**config.mk**
```make
export PLATFORM = sky130hd
export DESIGN_NAME = memory_arbiter
export DESIGN_NICKNAME = d
export VERILOG_FILES = /design/src/rtl/memory_arbiter_pkg.sv /design/src/rtl/memory_arbiter_pick.sv /design/src/rtl/memory_arbiter.sv
export SDC_FILE = /design/constraint.sdc
export NUM_CORES = 1
export LEC_CHECK = 0
export BUFFER_PORTS_ARGS = -buffer_cell sky130_fd_sc_hd__buf_2
export CAP_MARGIN = 15
export CELL_PAD_IN_SITES_DETAIL_PLACEMENT = 0
export CELL_PAD_IN_SITES_GLOBAL_PLACEMENT = 1
export CORE_MARGIN = 2
export CORE_UTILIZATION = 30
export CTS_BUF_LIST = sky130_fd_sc_hd__clkbuf_8
export DETAILED_ROUTE_END_ITERATION = 7
export GPL_TIMING_DRIVEN = 0
export PLACE_DENSITY_LB_ADDON = 0.12
export SLEW_MARGIN = 20
export SYNTH_ARGS = -nofsm -noshare
export SYNTH_HDL_FRONTEND = slang
export SYNTH_SLANG_ARGS = --single-unit
```
**constraint.sdc**
```tcl
create_clock -name CLK -period 3.9 [get_ports CLK]
set_input_delay 0.585 -clock CLK [delete_from_list [all_inputs] [get_ports CLK]]
set_output_delay 0.585 -clock CLK [all_outputs]
set_load 0.05 [all_outputs]
```
**src/rtl/memory_arbiter_pkg.sv**
```systemverilog
// Shared types for the I/D cache to main-memory arbiter: FSM states, requester IDs, default widths.
package memory_arbiter_pkg;

  localparam int ADDR_W_DEF = 6;
  localparam int DATA_W_DEF = 32;

  typedef enum logic [1:0] {
    IDLE    = 2'd0,
    SERVE   = 2'd1,
    RELEASE = 2'd2
  } state_t;

  typedef enum logic {
    REQ_I = 1'b0,
    REQ_D = 1'b1
  } req_id_t;

endpackage

```
**src/rtl/memory_arbiter_pick.sv**
```systemverilog
// Combinational winner selection between I and D requests.
// ARB_ROUND_ROBIN_EN: tie goes to the requester not served last; otherwise D always wins a tie.
module arb_pick
  import memory_arbiter_pkg::*;
(
  input  logic    i_req,
  input  logic    d_req,
  input  req_id_t last,
  output logic    any,
  output req_id_t winner
);

  always_comb begin
    any    = i_req | d_req;
    winner = REQ_D;
    if (i_req && d_req) begin
`ifdef ARB_ROUND_ROBIN_EN
      winner = (last == REQ_I) ? REQ_D : REQ_I;
`else
      winner = REQ_D;
`endif
    end else if (i_req) begin
      winner = REQ_I;
    end
  end

`ifndef ARB_ROUND_ROBIN_EN
  // Fixed priority ignores history; keep the port for a uniform interface.
  logic unused_last;
  assign unused_last = (last == REQ_D);
`endif

endmodule

```
**src/rtl/memory_arbiter.sv**
```systemverilog
// Grants the single main-memory port to the I or D cache one transfer at a time (IDLE/SERVE/RELEASE).
// Tie-break policy comes from arb_pick (ARB_ROUND_ROBIN_EN selects round robin, else D priority).
module memory_arbiter
  import memory_arbiter_pkg::*;
#(
  parameter int ADDR_W = ADDR_W_DEF,
  parameter int DATA_W = DATA_W_DEF
) (
  input  logic              CLK,
  input  logic              RESET,
  input  logic              I_READ,
  input  logic [ADDR_W-1:0] I_ADDRESS,
  output logic [DATA_W-1:0] I_READDATA,
  output logic              I_BUSYWAIT,
  input  logic              D_READ,
  input  logic              D_WRITE,
  input  logic [ADDR_W-1:0] D_ADDRESS,
  input  logic [DATA_W-1:0] D_WRITEDATA,
  output logic [DATA_W-1:0] D_READDATA,
  output logic              D_BUSYWAIT,
  output logic              M_READ,
  output logic              M_WRITE,
  output logic [ADDR_W-1:0] M_ADDRESS,
  output logic [DATA_W-1:0] M_WRITEDATA,
  input  logic [DATA_W-1:0] M_READDATA,
  input  logic              M_BUSYWAIT
);

  state_t  state;
  req_id_t grant;
  req_id_t last;
  logic    served;

  logic    i_req;
  logic    d_req;
  logic    pick_any;
  req_id_t pick_win;

  assign i_req = I_READ;
  assign d_req = D_READ | D_WRITE;

  arb_pick u_pick (
    .i_req  (i_req),
    .d_req  (d_req),
    .last   (last),
    .any    (pick_any),
    .winner (pick_win)
  );

  // A requester is released only in the turnaround cycle of its own transfer.
  assign I_BUSYWAIT = i_req && !(state == RELEASE && grant == REQ_I);
  assign D_BUSYWAIT = d_req && !(state == RELEASE && grant == REQ_D);

  always_ff @(posedge CLK or negedge RESET) begin
    if (!RESET) begin
      state       <= IDLE;
      grant       <= REQ_I;
      last        <= REQ_I;
      served      <= 1'b0;
      M_READ      <= 1'b0;
      M_WRITE     <= 1'b0;
      M_ADDRESS   <= '0;
      M_WRITEDATA <= '0;
      I_READDATA  <= '0;
      D_READDATA  <= '0;
    end else begin
      case (state)
        IDLE: begin
          if (pick_any) begin
            grant  <= pick_win;
            // The strobes go out on this edge, so the first SERVE cycle already counts.
            served <= 1'b1;
            state  <= SERVE;
            if (pick_win == REQ_D) begin
              M_READ      <= D_READ & ~D_WRITE;
              M_WRITE     <= D_WRITE;
              M_ADDRESS   <= D_ADDRESS;
              M_WRITEDATA <= D_WRITEDATA;
            end else begin
              M_READ      <= 1'b1;
              M_WRITE     <= 1'b0;
              M_ADDRESS   <= I_ADDRESS;
            end
          end
        end
        SERVE: begin
          if (served && !M_BUSYWAIT) begin
            // A requester that dropped mid-transfer gets no data.
            if (grant == REQ_I) begin
              if (M_READ && I_READ) I_READDATA <= M_READDATA;
            end else begin
              if (M_READ && D_READ) D_READDATA <= M_READDATA;
            end
            M_READ  <= 1'b0;
            M_WRITE <= 1'b0;
            last    <= grant;
            served  <= 1'b0;
            state   <= RELEASE;
          end else begin
            served <= 1'b1;
          end
        end
        RELEASE: state <= IDLE;
        default: state <= IDLE;
      endcase
    end
  end

endmodule

```
==> metrics.yaml <==
synthesis:
  synth.ff_latch_count: 108
  muxShareOfSynthArea_pct: 26.0
  ys_seq_area_share_pct: 64.3
  synth_top_family_by_area: "multiplexers"
  syn-num-nets: 338
  synth_top_cell_by_area: "dfrtp_1"
  synth_cells: 256
  synth-compound-area-share_pct: 3.21
  synthDistinctLibCells: 28
  synthSimpleGateAreaFrac_pct: 3.57
  synth_xor_area_share_pct: 0
  synthAdderAreaFrac_pct: 0
  synth_warnings: 0
  netlist_top_cells_area: "dfrtp_1, mux2_2, buf_6"
  synth_top_area_share_pct: 64.3
  synthesis.area_sq_um: 4210
  postSynthAreaPerCell_sq_um: 16.4
run:
  drv_cap: 0
layout:
  area_growth_pct: 32.5
  finish.utilization_pct: 40.4
  antennaDiodeCount: 0
  drive_above_1_share_pct: 68.5
  fillers: 1366
  seq_area_sq_um: 2700
  multi_input_area_sq_um: 1380
  nets: 537
global_route:
  gr-max-usage-layer: "met2"
  grt_pass1_vias: 2762
  track_usage_pct: 12.9
  grt_max_degree: 65
  grt_util_met3_pct: 4.37
  grt_overflow: 0
  grtUsageMet2_pct: 18.7
  use_met1_pct: 17.6
  grt_pass1_wl_um: 14800
  antenna_found_initial: 0
routing:
  vias_per_cell: 4.39
  wire_per_inst_um: 15.1
  ant_nets: 0
  vias: 2809
  first_pass_iters: 4
  drt_iter0_markers: 71
  totalWireLength_um: 9650
  drc: 0
setup_path:
  critical_path_class: "register to primary output"
  crit_chain: "inv_1 -> a31oi_1 -> buf_2"
  start_kind: "register"
  crit_arrival_ns: 1.50
  slowest_stage: "dfrtp_1"
  end_kind: "primary output"
  slowest_delay_ns: 0.51
  cp_max_fo: 7
  required_ns: 3.31
clock_network:
  root_buffer: "clkbuf_8"
  cts_buffers: 9
  cts.path.max_buffers: 2
  cts_sinks: 108
  h-tree-depth: 3
  clk_pin_slew_ns: 0.09
  cts_setup_buffers: 0
  hold_buffers: 0
  cts_tree: "built"
  cts_resized: 0
  clk_latency_ns: 0.38
floorplanning:
  initial_utilization_pct: 30.5
  die_w_um: 122
  die_area_sq_um: 15000
  die_y_um: 122
  pin_count: 188
  rows: 43
  core_region_area_sq_um: 13800
timing:
  worst_pin_slew_ns: 0.429
  fmax_mhz: 480
  finalClockSkew_ns: 0.00760
  hold_viol: 0
  setup_viol: 0
  rsz0062_at_grt: "false"
  finalCritPeriodShare_pct: 53.4
  fin_crit_ns: 2.08
  setup_tns_ns: 0
  maxSlewHeadroom_pct: 71.4
  slew_violations: 0
placed_design:
  dpl.hpwl_um: 7100
  io_buffers: 187
  place.gp.congestion: 0.770
worst_hold_path:
  hp-class: "input port to async pin"
outcome:
  status: "complete, no violations"
## worst paths after layout
kind | end | start | slack [ns] | depth (start not counted)
min in group CLK | M_WRITEDATA[31] | D_WRITEDATA[31] | 0.43 | 2
worst max-delay path | D_BUSYWAIT | state[0] | 1.82 | 3
worst max register to register | I_READDATA[20] | state[1] | 2.21 | 4
worst min register to register | D_READDATA[18] | D_READDATA[18] | 0.49 | 1
max in group asynchronous | M_WRITEDATA[27] | RESET | 3.12 | 2
worst min-delay path | D_READDATA[8] | RESET | 0.12 | 1
## final cells by class
cell class	instances	area share [%]
Buffer	11	1.98
Clock buffer	10	2.47
Clock inverter	6	0.584
Inverter	4	0.270
Multi-Input combinational cell	133	24.7
Sequential cell	108	48.5
Tap cell	180	4.04
Timing Repair Buffer	188	17.4
## critical path: cells and delay by family (launching register included)
family	cells	cell delay [ns]
compound gates	1	0.19
buf+inv	2	0.42
flops	1	0.51
## cell usage in the layout (no fill, tap or decap), types with 2 or more instances in the layout
cell type     n
inv_1         6
mux2_4        3
buf_2       187
clkinvlp_4    2
o221a_2       6
buf_4         2
clkbuf_8     10
o21ai_0       2
nor2_1        2
nor2_4        2
mux2_1        4
dfrtp_1     108
clkinv_2      2
or3_1         6
mux2_2       89
a21oi_1       2
buf_6         9
nand2_1       4
## cells by family (layout without fill, tap and decap cells)
logic type             Yosys count  after routing
muxes                           96             96
AOI/OAI and AO/OA               16             16
and+or+nand+nor                 21             21
buffers and inverters           15            219
DFF                            108            108
## state kept, by name, indices dropped and copies added (netlist names)
signal and cells:
D_READDATA 32, I_READDATA 32, M_WRITEDATA 32, M_ADDRESS 6, state 2, M_READ 1, M_WRITE 1, grant 1
served 1
## per-stage QoR
step	setup WS, ns	instances	area, sq um	hold slack [ns]
detailed placement	1.91	624	5400	0.473
global route	1.68	640	5570	0.128
finish	1.82	640	5570	0.118
global placement	0.941	623	5370	0.464
floorplan	1.89	256	4210	0.289
CTS	1.79	640	5570	0.121
## Yosys cell counts
library cell  count
buf_4             2
nor2_1            2
mux2_2           89
dfrtp_1         108
o31ai_1           1
mux2_1            4
nand2_2           1
buf_2             1
a21oi_1           2
o221a_2           6
nor2_4            2
o32ai_1           1
or3b_1            1
o21a_1            1
nand3b_1          1
nand4bb_4         1
o2111ai_1         1
buf_6             8
nand3_1           1
or3_1             6
inv_1             4
mux2_4            3
or2_1             1
a31oi_1           1
o31a_1            1
nor2b_1           1
o21ai_0           2
nand2_1           4
## per-layer routing
metal,share of wire [%],vias to the layer above
met3,9.3,12
met1,45,1365
met4,1.8,0
met5,0,-
li1,-,1313
met2,44,119
Power is left out: the tool's default activity adds up to more than one toggle a clock period on the data nets, which glitch-free logic cannot reach.
